`src/rtl/serial_tpg.sv`:
```
// serial_tpg: LFSR-based serial test pattern generator.
//   A start pulse in IDLE loads seed/poly/length and then shifts out up to
//   `length` bits of a 10-bit Galois-style LFSR, one bit per ready handshake.
// Ports:
//   clk, rst        clock, synchronous active-high reset
//   start, abort    sequence control (start only in IDLE, abort in LOAD/RUN)
//   seed, poly      LFSR initial state and feedback taps (poly[8:0] used)
//   length          number of bits to emit (0..255)
//   ready           downstream accepts Sout this cycle
//   Sout/Sout_valid serial bit (data[0]) and its qualifier (RUN only)
//   data, count     LFSR state, bits transferred so far
//   hist            last 24 transferred bits, newest in [23]
//   busy, done, err LOAD/RUN flag, one-cycle completion pulse, zero-seed flag
module serial_tpg (
  input  logic        clk,
  input  logic        rst,
  input  logic        start,
  input  logic        abort,
  input  logic [9:0]  seed,
  input  logic [9:0]  poly,
  input  logic [7:0]  length,
  input  logic        ready,
  output logic        Sout,
  output logic        Sout_valid,
  output logic [9:0]  data,
  output logic [7:0]  count,
  output logic [23:0] hist,
  output logic        busy,
  output logic        done,
  output logic        err
);

  typedef enum logic [1:0] {S_IDLE, S_LOAD, S_RUN, S_DONE} state_t;

  state_t      r_state, w_next;
  logic [9:0]  r_data, r_poly;
  logic [7:0]  r_count, r_len;
  logic [23:0] r_hist;
  logic        r_err;

  logic        w_xfer, w_last;
  logic [9:0]  w_fb, w_lfsr;

  assign w_xfer = (r_state == S_RUN) && ready;
  // r_len >= 1 whenever RUN is reached, so the subtraction cannot wrap here.
  assign w_last = w_xfer && (r_count == r_len - 8'd1);

  // Bit 9 always receives data[0]; poly[9] has no tap and is absorbed by the OR.
  assign w_fb   = {10{r_data[0]}} & r_poly;
  assign w_lfsr = {r_data[0] | w_fb[9], r_data[9:1] ^ w_fb[8:0]};

  // State register
  always_ff @(posedge clk) begin
    if (rst) r_state <= S_IDLE;
    else     r_state <= w_next;
  end

  // Next-state logic; abort beats completion
  always_comb begin
    w_next = r_state;
    case (r_state)
      S_IDLE: if (start) w_next = S_LOAD;
      S_LOAD: begin
        if (abort)                                w_next = S_IDLE;
        else if (seed == 10'd0 || length == 8'd0) w_next = S_DONE;
        else                                      w_next = S_RUN;
      end
      S_RUN: begin
        if (abort)       w_next = S_IDLE;
        else if (w_last) w_next = S_DONE;
      end
      S_DONE:  w_next = S_IDLE;
      default: w_next = S_IDLE;
    endcase
  end

  // State-decoded outputs (no path from ready)
  always_comb begin
    Sout_valid = (r_state == S_RUN);
    busy       = (r_state == S_LOAD) || (r_state == S_RUN);
    done       = (r_state == S_DONE);
  end

  // Datapath: loaded in LOAD, advanced on each transfer, otherwise held
  always_ff @(posedge clk) begin
    if (rst) begin
      r_data  <= 10'd0;
      r_poly  <= 10'd0;
      r_count <= 8'd0;
      r_len   <= 8'd0;
      r_hist  <= 24'd0;
      r_err   <= 1'b0;
    end else if (r_state == S_LOAD) begin
      r_data  <= seed;
      r_poly  <= poly;
      r_count <= 8'd0;
      r_len   <= length;
      r_hist  <= 24'd0;
      r_err   <= (seed == 10'd0);
    end else if (w_xfer) begin
      r_data  <= w_lfsr;
      r_count <= r_count + 8'd1;
      r_hist  <= {r_data[0], r_hist[23:1]};
    end
  end

  assign Sout  = r_data[0];
  assign data  = r_data;
  assign count = r_count;
  assign hist  = r_hist;
  assign err   = r_err;

endmodule

```
`config.mk`:
```
export PLATFORM = sky130hd
export DESIGN_NAME = serial_tpg
export DESIGN_NICKNAME = d
export VERILOG_FILES = /design/src/rtl/serial_tpg.sv
export SDC_FILE = /design/constraint.sdc
export NUM_CORES = 1
export LEC_CHECK = 0
export ABC_AREA = 1
export CELL_PAD_IN_SITES_DETAIL_PLACEMENT = 1
export CELL_PAD_IN_SITES_GLOBAL_PLACEMENT = 1
export CORE_UTILIZATION = 30
export CTS_BUF_LIST = sky130_fd_sc_hd__clkbuf_4
export CTS_CLUSTER_DIAMETER = 30
export DETAILED_ROUTE_END_ITERATION = 8
export HOLD_SLACK_MARGIN = 0.12
export PLACE_DENSITY_LB_ADDON = 0.2
export SLEW_MARGIN = 20
export SYNTH_ARGS = -nofsm -noshare
export SYNTH_HDL_FRONTEND = slang
export SYNTH_SLANG_ARGS = --single-unit
```
`constraint.sdc`:
```
create_clock -name clk -period 4 [get_ports clk]
set_input_delay 1.2 -clock clk [delete_from_list [all_inputs] [get_ports clk]]
set_output_delay 1.2 -clock clk [all_outputs]
set_load 0.01 [all_outputs]
```
## Word level (Yosys, flattened, before mapping)

Cells that the tools add are included.

| word-level totals | value |
|---|---|
| output and inout bits | 47 |
| input port bits | 33 |
| bits in registers | 63 |
| word-level logic and storage cells | 36 |

| operators by class | value |
|---|---|
| $add $sub $neg | 2 |
| mux-type cells | 8 |
| reduce and logical (&&, ||, !) cells | 10 |
| eq/ne operators | 6 |
| bitwise operators | 3 |

Operator list:

| kind | count |
|---|---|
| $mux W10 | 2 |
| $and A10 B10 Y10 | 1 |
| $logic_not A10 Y1 | 1 |
| $xor A9 B9 Y9 | 1 |
| $add A8 B1 Y8 const B | 1 |
| $eq A8 B8 Y1 | 1 |
| $logic_not A8 Y1 | 1 |
| $mux W2 | 4 |
| $pmux W2 S4 | 1 |
| $sub A8 B1 Y8 const B | 1 |
| $eq A2 B2 Y1 const B | 2 |
| $ne A3 B2 Y1 const B | 1 |
| $eq A2 B1 Y1 const B | 1 |
| $logic_and A1 B1 Y1 | 2 |
| $logic_not A2 Y1 | 1 |
| $logic_or A1 B1 Y1 | 2 |
| $ne A2 B2 Y1 const B | 1 |
| $reduce_and A2 Y1 | 1 |
| $reduce_bool A2 Y1 | 1 |
| $reduce_or A2 Y1 | 1 |
| $mux W1 | 1 |
| $or A1 B1 Y1 | 1 |

## Longest topological paths before layout

Gate-level depths: netlist of run 1.

| logic depth | value |
|---|---|
| depth after elaboration | 6 |
| gate-level depth with buffers | 13 |
| depth with buffers taken out | 13 |

## Worst setup path before layout of run 1

No wires, ideal clock.

| timing | value |
|---|---|
| path kind | input to register |
| from | input port ready |
| to | register r_count[7], in the netlist count[7] |
| required time | 3.885 ns |
| library setup time | 0.115 ns |
| stages on the path | 8 |
| path buffers | 0 |
| arrival | 1.973 ns |
| setup slack | 1.912 ns |
| cells stage by stage | nand2_2 nor2_4 nand4_1 nor2_1 nand2_1 nor2_1 a21oi_1 o21a_1 |

| between the ends | value |
|---|---|
| cells in the longest elaborated chain, start to end | 1 |

RTL lines:

| what | RTL line | text |
|---|---|---|
| from (decl) | 22 | `input logic ready,` |
| $logic_and A1 B1 Y1 | 44 | `assign w_xfer = (r_state == S_RUN) && ready;` |
| to (signal assigned) | 102 | `r_count <= r_count + 8'd1;` |
| to (decl) | 37 | `logic [7:0] r_count, r_len;` |

No other way between the ends.
A chain may end at the register's enable or synchronous reset.

## Final worst setup path of run 1

| timing | value |
|---|---|
| from | register r_state[0] |
| to | output port busy |

| between the ends | value |
|---|---|
| cells in the longest elaborated chain, start to end | 2 |
| elaborated cells between the ends (all ways) | 3 |
| classes of those cells | eq/ne (2); reduce/logical (1) |

RTL lines:

| what | RTL line | text |
|---|---|---|
| from (decl) | 35 | `state_t r_state, w_next;` |
| from (signal assigned) | 55 | `else r_state <= w_next;` |
| $eq A2 B1 Y1 or $eq A2 B2 Y1 (tied branches) | 80 | `busy = (r_state == S_LOAD) \|\| (r_state == S_RUN);` |
| $logic_or A1 B1 Y1 * | 80 |  |
| to (decl) | 28 | `output logic busy,` |

Mark *: on every way between the ends. The rest lies on a longest branch, timed or not.

==> results of run 1 <==
## area by class of cell
type                    instances  area [sq um]
multi-input cells             264          1350
clock buffers                   9          67.6
repair buffers                 80           796
fillers                      1141          5360
well taps                     111           139
flip-flops and latches         62          1240
inverters                      46           178
clock inverters                 7          63.8
## cell usage after synthesis, drive strengths merged
| library cell | n |
|---|---|
| xnor2 | 4 |
| o21ba | 1 |
| xor2 | 2 |
| o21ai | 27 |
| a31oi | 9 |
| o21a | 1 |
| inv | 45 |
| dfxtp | 62 |
| o22ai | 6 |
| nor2 | 54 |
| a22o | 9 |
| or2 | 8 |
| nand3b | 1 |
| clkinv | 1 |
| ha | 6 |
| a21oi | 20 |
| nor3 | 4 |
| clkbuf | 8 |
| nand3 | 21 |
| nand4 | 3 |
| nor4 | 2 |
| buf | 7 |
| nand2 | 85 |
| a32oi | 1 |
## metal layers
metal  track usage  wire length (microns)
met3        0.0583                    502
met1         0.225                   4020
met2         0.281                   3710
met5             0                      0
met4        0.0407                     78
## critical path, cell delays in order (launching register included)
cell and delay, ns:
dfxtp_1 0.38, inv_1 0.09, ha_1 0.29, clkdlybuf4s50_1 0.53
## cells in the final DEF (no fill, tap or decap), types with 3 or more instances in the layout
master / count
nand3_1: 20
a22o_1: 9
dfxtp_1: 62
clkbuf_4: 9
o21ai_0: 26
nand2_1: 82
a21oi_1: 19
nor2_1: 49
ha_1: 6
xnor2_1: 4
or2_2: 8
o22ai_1: 6
nor2_2: 3
inv_2: 3
nand4_1: 3
inv_1: 42
a31oi_1: 9
clkdlybuf4s50_1: 78
nand2_2: 3
## report_power, final
group | switching (mW) | internal, mW | total, mW
Clock | 0.239 | 0.186 | 0.426
Combinational | 0.126 | 0.112 | 0.238
Sequential | 0.0263 | 0.645 | 0.671
Total | 0.391 | 0.944 | 1.33
## logic make-up (layout without fill, tap and decap cells)
family,after synthesis,in the layout,synth area share
simple gates,178,178,0.277
buf+inv,61,142,0.0876
xor+xnor,6,6,0.0185
fa+ha+maj,6,6,0.0264
flops,62,62,0.437
compound gates,74,74,0.154
## metrics by stage
stage,cells,instance area [sq um]
2_1_floorplan,387,2840
3_3_place_gp,563,3710
3_5_place_dp,563,3710
4_1_cts,579,3840
5_1_grt,579,3840
6_report,579,3840
## final timing paths
path | from | to | slack (ns)
worst min register to register | hist[21]$_SDFFE_PP0P_ | hist[20]$_SDFFE_PP0P_ | 0.48
worst max register to register | r_state[1]$_SDFFE_PP0P_ | data[9]$_SDFFE_PP0P_ | 1.92
worst min-delay path | hist[21]$_SDFFE_PP0P_ | hist[20]$_SDFFE_PP0P_ | 0.48
worst max-delay path | r_state[0]$_SDFFE_PP0P_ | busy | 1.10
## registers in the layout, summed over array words and instances, names as in the netlist
name and cells:
r_state 2, r_len 8, r_poly 9, data 10
hist 24, count 8, err 1
==> key figures, run 1 <==
Die
  • Die W: approximately 100 microns
  • Core Rows: 35
  • Die Span Y: between 90 and 100 microns
  • Ports: 80
  • Core area: about 0.009 sq mm
  • Starting density of the core: 0.309
  • Die area: around 0.0099 sq mm

Detailed routing
  • DRT antenna net count: 0
  • Via count: between 2000 and 3000
  • First-pass iteration count of the detailed router: 5
  • Routed wire length: 8310 microns
  • DRC Markers: 0
  • Wirelength per Cell: 14.3 microns
  • Initial drt markers: 67
  • Vias/cell: just under 5

Place
  • Detailed placer's ending HPWL: 6070 microns
  • Gpl congestion: 0.801
  • Port buffer count: slightly below 80
  • Pre-CTS WS: around 0.72 ns

STA
  • Setup TNS: 0 ns
  • Final setup vio count: 0
  • Fin crit period: between 2 and 3 ns
  • Hold_ws: about 0.48 ns
  • Slew margin rel.: 0.540
  • Hold Violations, Final: 0
  • Slew @ Worst Pin: 0.690 ns
  • Final worst setup slack: 1.10 ns
  • Tcrit/Tclk final: 0.725
  • Max Clock Skew: 0.0131 ns
  • RSZ-0062 raised after global routing: no
  • Slew Limit Fails: 0
  • Fmax: around 340 MHz

Synth
  • Register area share after synthesis: 0.437
  • Syn. warnings: 0
  • Yosys reg bits: 62
  • Post-Syn Area per Cell: 7.35 sq um
  • Synth unique cells: 36
  • Syn Inst Count: 387
  • Mapped Nets: approximately 430
  • Leading area contributor after synthesis: dfxtp_1
  • Synthesized area: between 0.002 and 0.003 sq mm
  • Post-synth top area share: 0.437
  • Ranking of synthesized cells by area: dfxtp_1 (44%), nand2_1 (11%), nor2_1 (6.5%), inv_1 (5.5%), o21ai_0 (4.6%)

Clocking
  • Clock slew at reported path FFs: around 0.11 ns
  • CTS Buffer Depth: 2
  • Number of hold buffers added after CTS: 0
  • CTS buffer count: 9
  • CTS root buffer: clkbuf_4
  • H-Tree Depth: 3
  • Worst-Skew Late Latency: 0.41 ns
  • # clock sinks: 62
  • Post-CTS Setup Repair Bufs: 0
  • CTS tree: built
  • Post-cts sizing count: 0

Power
  • Tot Pwr: roughly 1.3 mW
  • Maximum VDD drop: approximately 180 uV
  • PwrDens: around 350 mW/mm^2
  • P_leak: approximately 1.5 nW

Flow run
  • Max-Cap Viols: 0

Setup path
  • WP data arrival: around 1.7 ns
  • R2R depth: 6
  • Critical path peak fanout: 3
  • CP endpoint kind: output pin
  • Worst EP required: ~2.8 ns
  • WS Path Type: register to output pin
  • CP startpoint kind: register

Global route
  • Largest net degree at the start of global routing: 30
  • Antenna violations before repair: 0
  • Number of global-route vias before repair: about 2800
  • Grt ovf: 0
  • First-pass GRT wire length: between 10000 and 15000 microns
  • GRT Overall Usage: 0.174

Min path
  • Hold-critical path depth: 2
  • Hold Path Class: register to register

Outcome
  • Outcome: complete, no violations

Finish
  • Inserted Diodes: 0
  • Layout cells sized above 1: 0.0876
  • Fin util: 0.417
  • Nets: approximately 500
  • Area grow syn2layout: 35.0%
(Power assumes the default switching activity.)
==> inputs of run 2 (changes only) <==
==> constraint.sdc (replaced) <==
create_clock -name clk -period 2.43 [get_ports clk]
set_input_delay 0.729 -clock clk [delete_from_list [all_inputs] [get_ports clk]]
set_output_delay 0.729 -clock clk [all_outputs]
set_load 0.01 [all_outputs]
==> run 2 against run 1 <==
Combinational power is 71% higher. Highest routed layer unchanged. Clock power rose by 36%. Register-to-register slack worse by 1.3 ns. Final cell count is 1.6% higher. Hold slack gained 0.0013 ns. Power increased by 57%. Critical path type unchanged.
==> key figures, run 2 (same netlist as run 1, synthesis figures left out) <==
Die
  • Starting density of the core: 0.309 (unchanged)
  • Core Rows: 35 (unchanged)
  • Die Span Y: 99.3 microns (unchanged)
  • Die area: 0.00987 sq mm (unchanged)
  • Die W: 99.3 microns (unchanged)
  • Core area: 0.00920 sq mm (unchanged)
  • Ports: 80 (unchanged)

Clocking
  • # clock sinks: 62 (unchanged)
  • Clock slew at reported path FFs: 0.10 ns (was 0.11 ns)
  • Worst-Skew Late Latency: 0.41 ns (about the same)
  • CTS tree: built (unchanged)
  • CTS root buffer: clkbuf_4 (unchanged)
  • CTS buffer count: 9 (unchanged)
  • Number of hold buffers added after CTS: 0 (unchanged)
  • CTS Buffer Depth: 2 (unchanged)
  • H-Tree Depth: 3 (unchanged)

STA
  • RSZ-0062 raised after global routing: no (unchanged)
  • Hold_ws: 0.479 ns (was 0.478 ns)
  • Slew @ Worst Pin: 0.658 ns (was 0.690 ns)
  • Tcrit/Tclk final: 0.915
  • Hold Violations, Final: 0 (unchanged)
  • Max Clock Skew: 0.0197 ns (was 0.0131 ns)
  • Slew Limit Fails: 0 (unchanged)
  • Fin crit period: approximately 2.2 ns
  • Setup TNS: 0 ns (unchanged)
  • Final setup vio count: 0 (unchanged)
  • Slew margin rel.: 0.561 (was 0.540)
  • Fmax: approximately 450 MHz

Min path
  • Hold Path Class: register to register (unchanged)
  • Min-delay src: hist[21]$_SDFFE_PP0P_ (unchanged)
  • Worst hold path endpoint: hist[21]$_SDFFE_PP0P_ (was hist[20]$_SDFFE_PP0P_)
  • Hold-critical path depth: 2 (unchanged)

Setup path
  • CP startpoint kind: register (unchanged)
  • Largest stage delay, worst path: 0.60 ns (was 0.53 ns)
  • Reg-to-Reg Start: r_state[1]$_SDFFE_PP0P_ (unchanged)
  • Worst EP required: 1.70 ns (was 2.80 ns)
  • CP endpoint kind: output pin (unchanged)
  • WS Path Type: register to output pin (unchanged)
  • R2R depth: 6 (unchanged)
  • Critical path buffers and inverters: 1 (was 2)
  • Worst R2R Setup Slack: 0.64 ns (was 1.92 ns)
  • WP data arrival: 1.50 ns (was 1.70 ns)
  • Critical path peak fanout: 8 (was 3)
  • R2r endpoint: count[7]$_SDFFE_PP0P_ (was data[9]$_SDFFE_PP0P_)
  • Worst path cell trace: clkdlybuf4s50_1 (was inv_1 -> ha_1 -> clkdlybuf4s50_1)
  • Worst path top cell family by delay: buffers and inverters (unchanged)
  • Slowest-stage cell, CP: clkdlybuf4s50_1 (unchanged)

Detailed routing
  • DR WL met3: 370 microns (was 502 microns)
  • Wirelength per Cell: 14.1 microns (was 14.3 microns)
  • Via count: 2790 (was 2823)
  • Initial drt markers: 44 (was 67)
  • Metal-1 WL: 4140 microns (was 4020 microns)
  • DRC Markers: 0 (unchanged)
  • Vias/cell: 4.74 (was 4.88)
  • Highest metal layer with signal wires: met4 (unchanged)
  • Met2 wire len: 3690 microns (was 3710 microns)
  • Routed wire length: 8320 microns (was 8310 microns)
  • DRT antenna net count: 0 (unchanged)
  • First-pass iteration count of the detailed router: 4 (was 5)

Place
  • Port buffer count: 78 (unchanged)
  • Detailed placer's ending HPWL: 6160 microns (was 6070 microns)
  • Gpl congestion: 0.763 (was 0.801)

Finish
  • Largest register FFs: 24 (unchanged)
  • Inserted Diodes: 0 (unchanged)
  • Area taken by multi-input logic gates: 0.00136 sq mm (was 0.00135 sq mm)
  • Sequential cell area: 0.00124 sq mm (about the same)
  • FILL cells: 1144 (was 1141)
  • Nets: 512 (was 502)
  • Commonest non-fill, non-tap cell in the layout: nand2_1 (unchanged)
  • Area grow syn2layout: 36.8% (was 35.0%)
  • Most frequent cells in the layout: nand2_1 (82), clkdlybuf4s50_1 (76), dfxtp_1 (60) (was nand2_1 (82), clkdlybuf4s50_1 (78), dfxtp_1 (62))
  • Layout cells sized above 1: 0.111 (was 0.0876)

Power
  • PwrDens: 538 mW/mm^2 (was 348 mW/mm^2)
  • Int Power: 1.45 mW (was 944 uW)
  • Sw Ratio: 0.307 (was 0.293)
  • Maximum VDD drop: 231 uV (was 178 uV)
  • Sw Pwr: 641 uW (was 391 uW)
  • P_leak: 1.60 nW (was 1.53 nW)
  • Reg power frac: 0.528 (was 0.503)
  • Combinational share of power: 0.195 (was 0.178)
  • Clk pwr share: 0.278 (was 0.319)

Global route
  • Grt ovf: 0 (unchanged)
  • GRT Overall Usage: 0.182 (was 0.174)
  • Number of global-route vias before repair: 2900 (was 2796)
  • First-pass GRT wire length: 14000 microns (was 13500 microns)
  • Antenna violations before repair: 0 (unchanged)
  • Largest net degree at the start of global routing: 21 (was 30)

Outcome
  • Outcome: complete, no violations (unchanged)

Flow run
  • Max-Cap Viols: 0 (unchanged)
## run 2: per-layer routing
layer | vias to the layer above | global-route usage
met5 | - | 0
met4 | 0 | 0.0747
met3 | 11 | 0.0422
met2 | 57 | 0.280
met1 | 1297 | 0.245
li1 | 1425 | -
## run 2: worst max-delay path by stage
stage                     slack [ns]                    end                    start  cells after the start
after floorplan                 0.81  count[7]$_SDFFE_PP0P_                    ready                      8
after global placement          0.14  count[7]$_SDFFE_PP0P_                    ready                      9
after detailed placement        0.12  count[7]$_SDFFE_PP0P_                    ready                      9
after CTS                      0.003                   busy  r_state[0]$_SDFFE_PP0P_                      3
after global routing            0.12                   Sout     data[0]$_SDFFE_PP0P_                      1
final                           0.21                   Sout     data[0]$_SDFFE_PP0P_                      1
## run 2: cell type report
class                      count  share of cell area
clock buffer                   9              0.0174
clock inverter                 6             0.00772
inverter                      46              0.0457
multi-input combinational    264               0.348
sequential                    62               0.320
tap                          111              0.0357
timing repair buffer          90               0.225
## run 2: stage by stage
stage	power [mW]	setup slack, ns	util	cells	instance area [sq um]
4_1_cts	2.13	0.00337	0.422	588	3880
5_1_grt	2.23	0.122	0.423	588	3890
3_5_place_dp	1.54	0.116	0.411	573	3780
2_1_floorplan	1.36	0.813	-	387	2840
6_report	2.09	0.205	0.423	588	3890
3_3_place_gp	1.53	0.144	0.411	573	3780
## run 2: what timing repair did
action                                  CTS  global route
setup buffers                             0             0
gates resized for setup                   2             3
endpoints found under the setup margin    1             2
## run 2: worst min-delay path, delay by kind of cell, from the launching register on
kind                   cells  cell delay [ns]
AOI/OAI and AO/OA          1             0.06
buffers and inverters      1             0.06
DFF                        1             0.32
## run 2: power groups by stage
stage | sequential (mW) | combinational (mW) | clock (mW)
CTS | 1.10 | 0.413 | 0.610
floorplan | 1.12 | 0.238 | 0
detailed placement | 1.13 | 0.411 | 0
finish | 1.10 | 0.407 | 0.581
global route | 1.11 | 0.462 | 0.653
global placement | 1.12 | 0.403 | 0
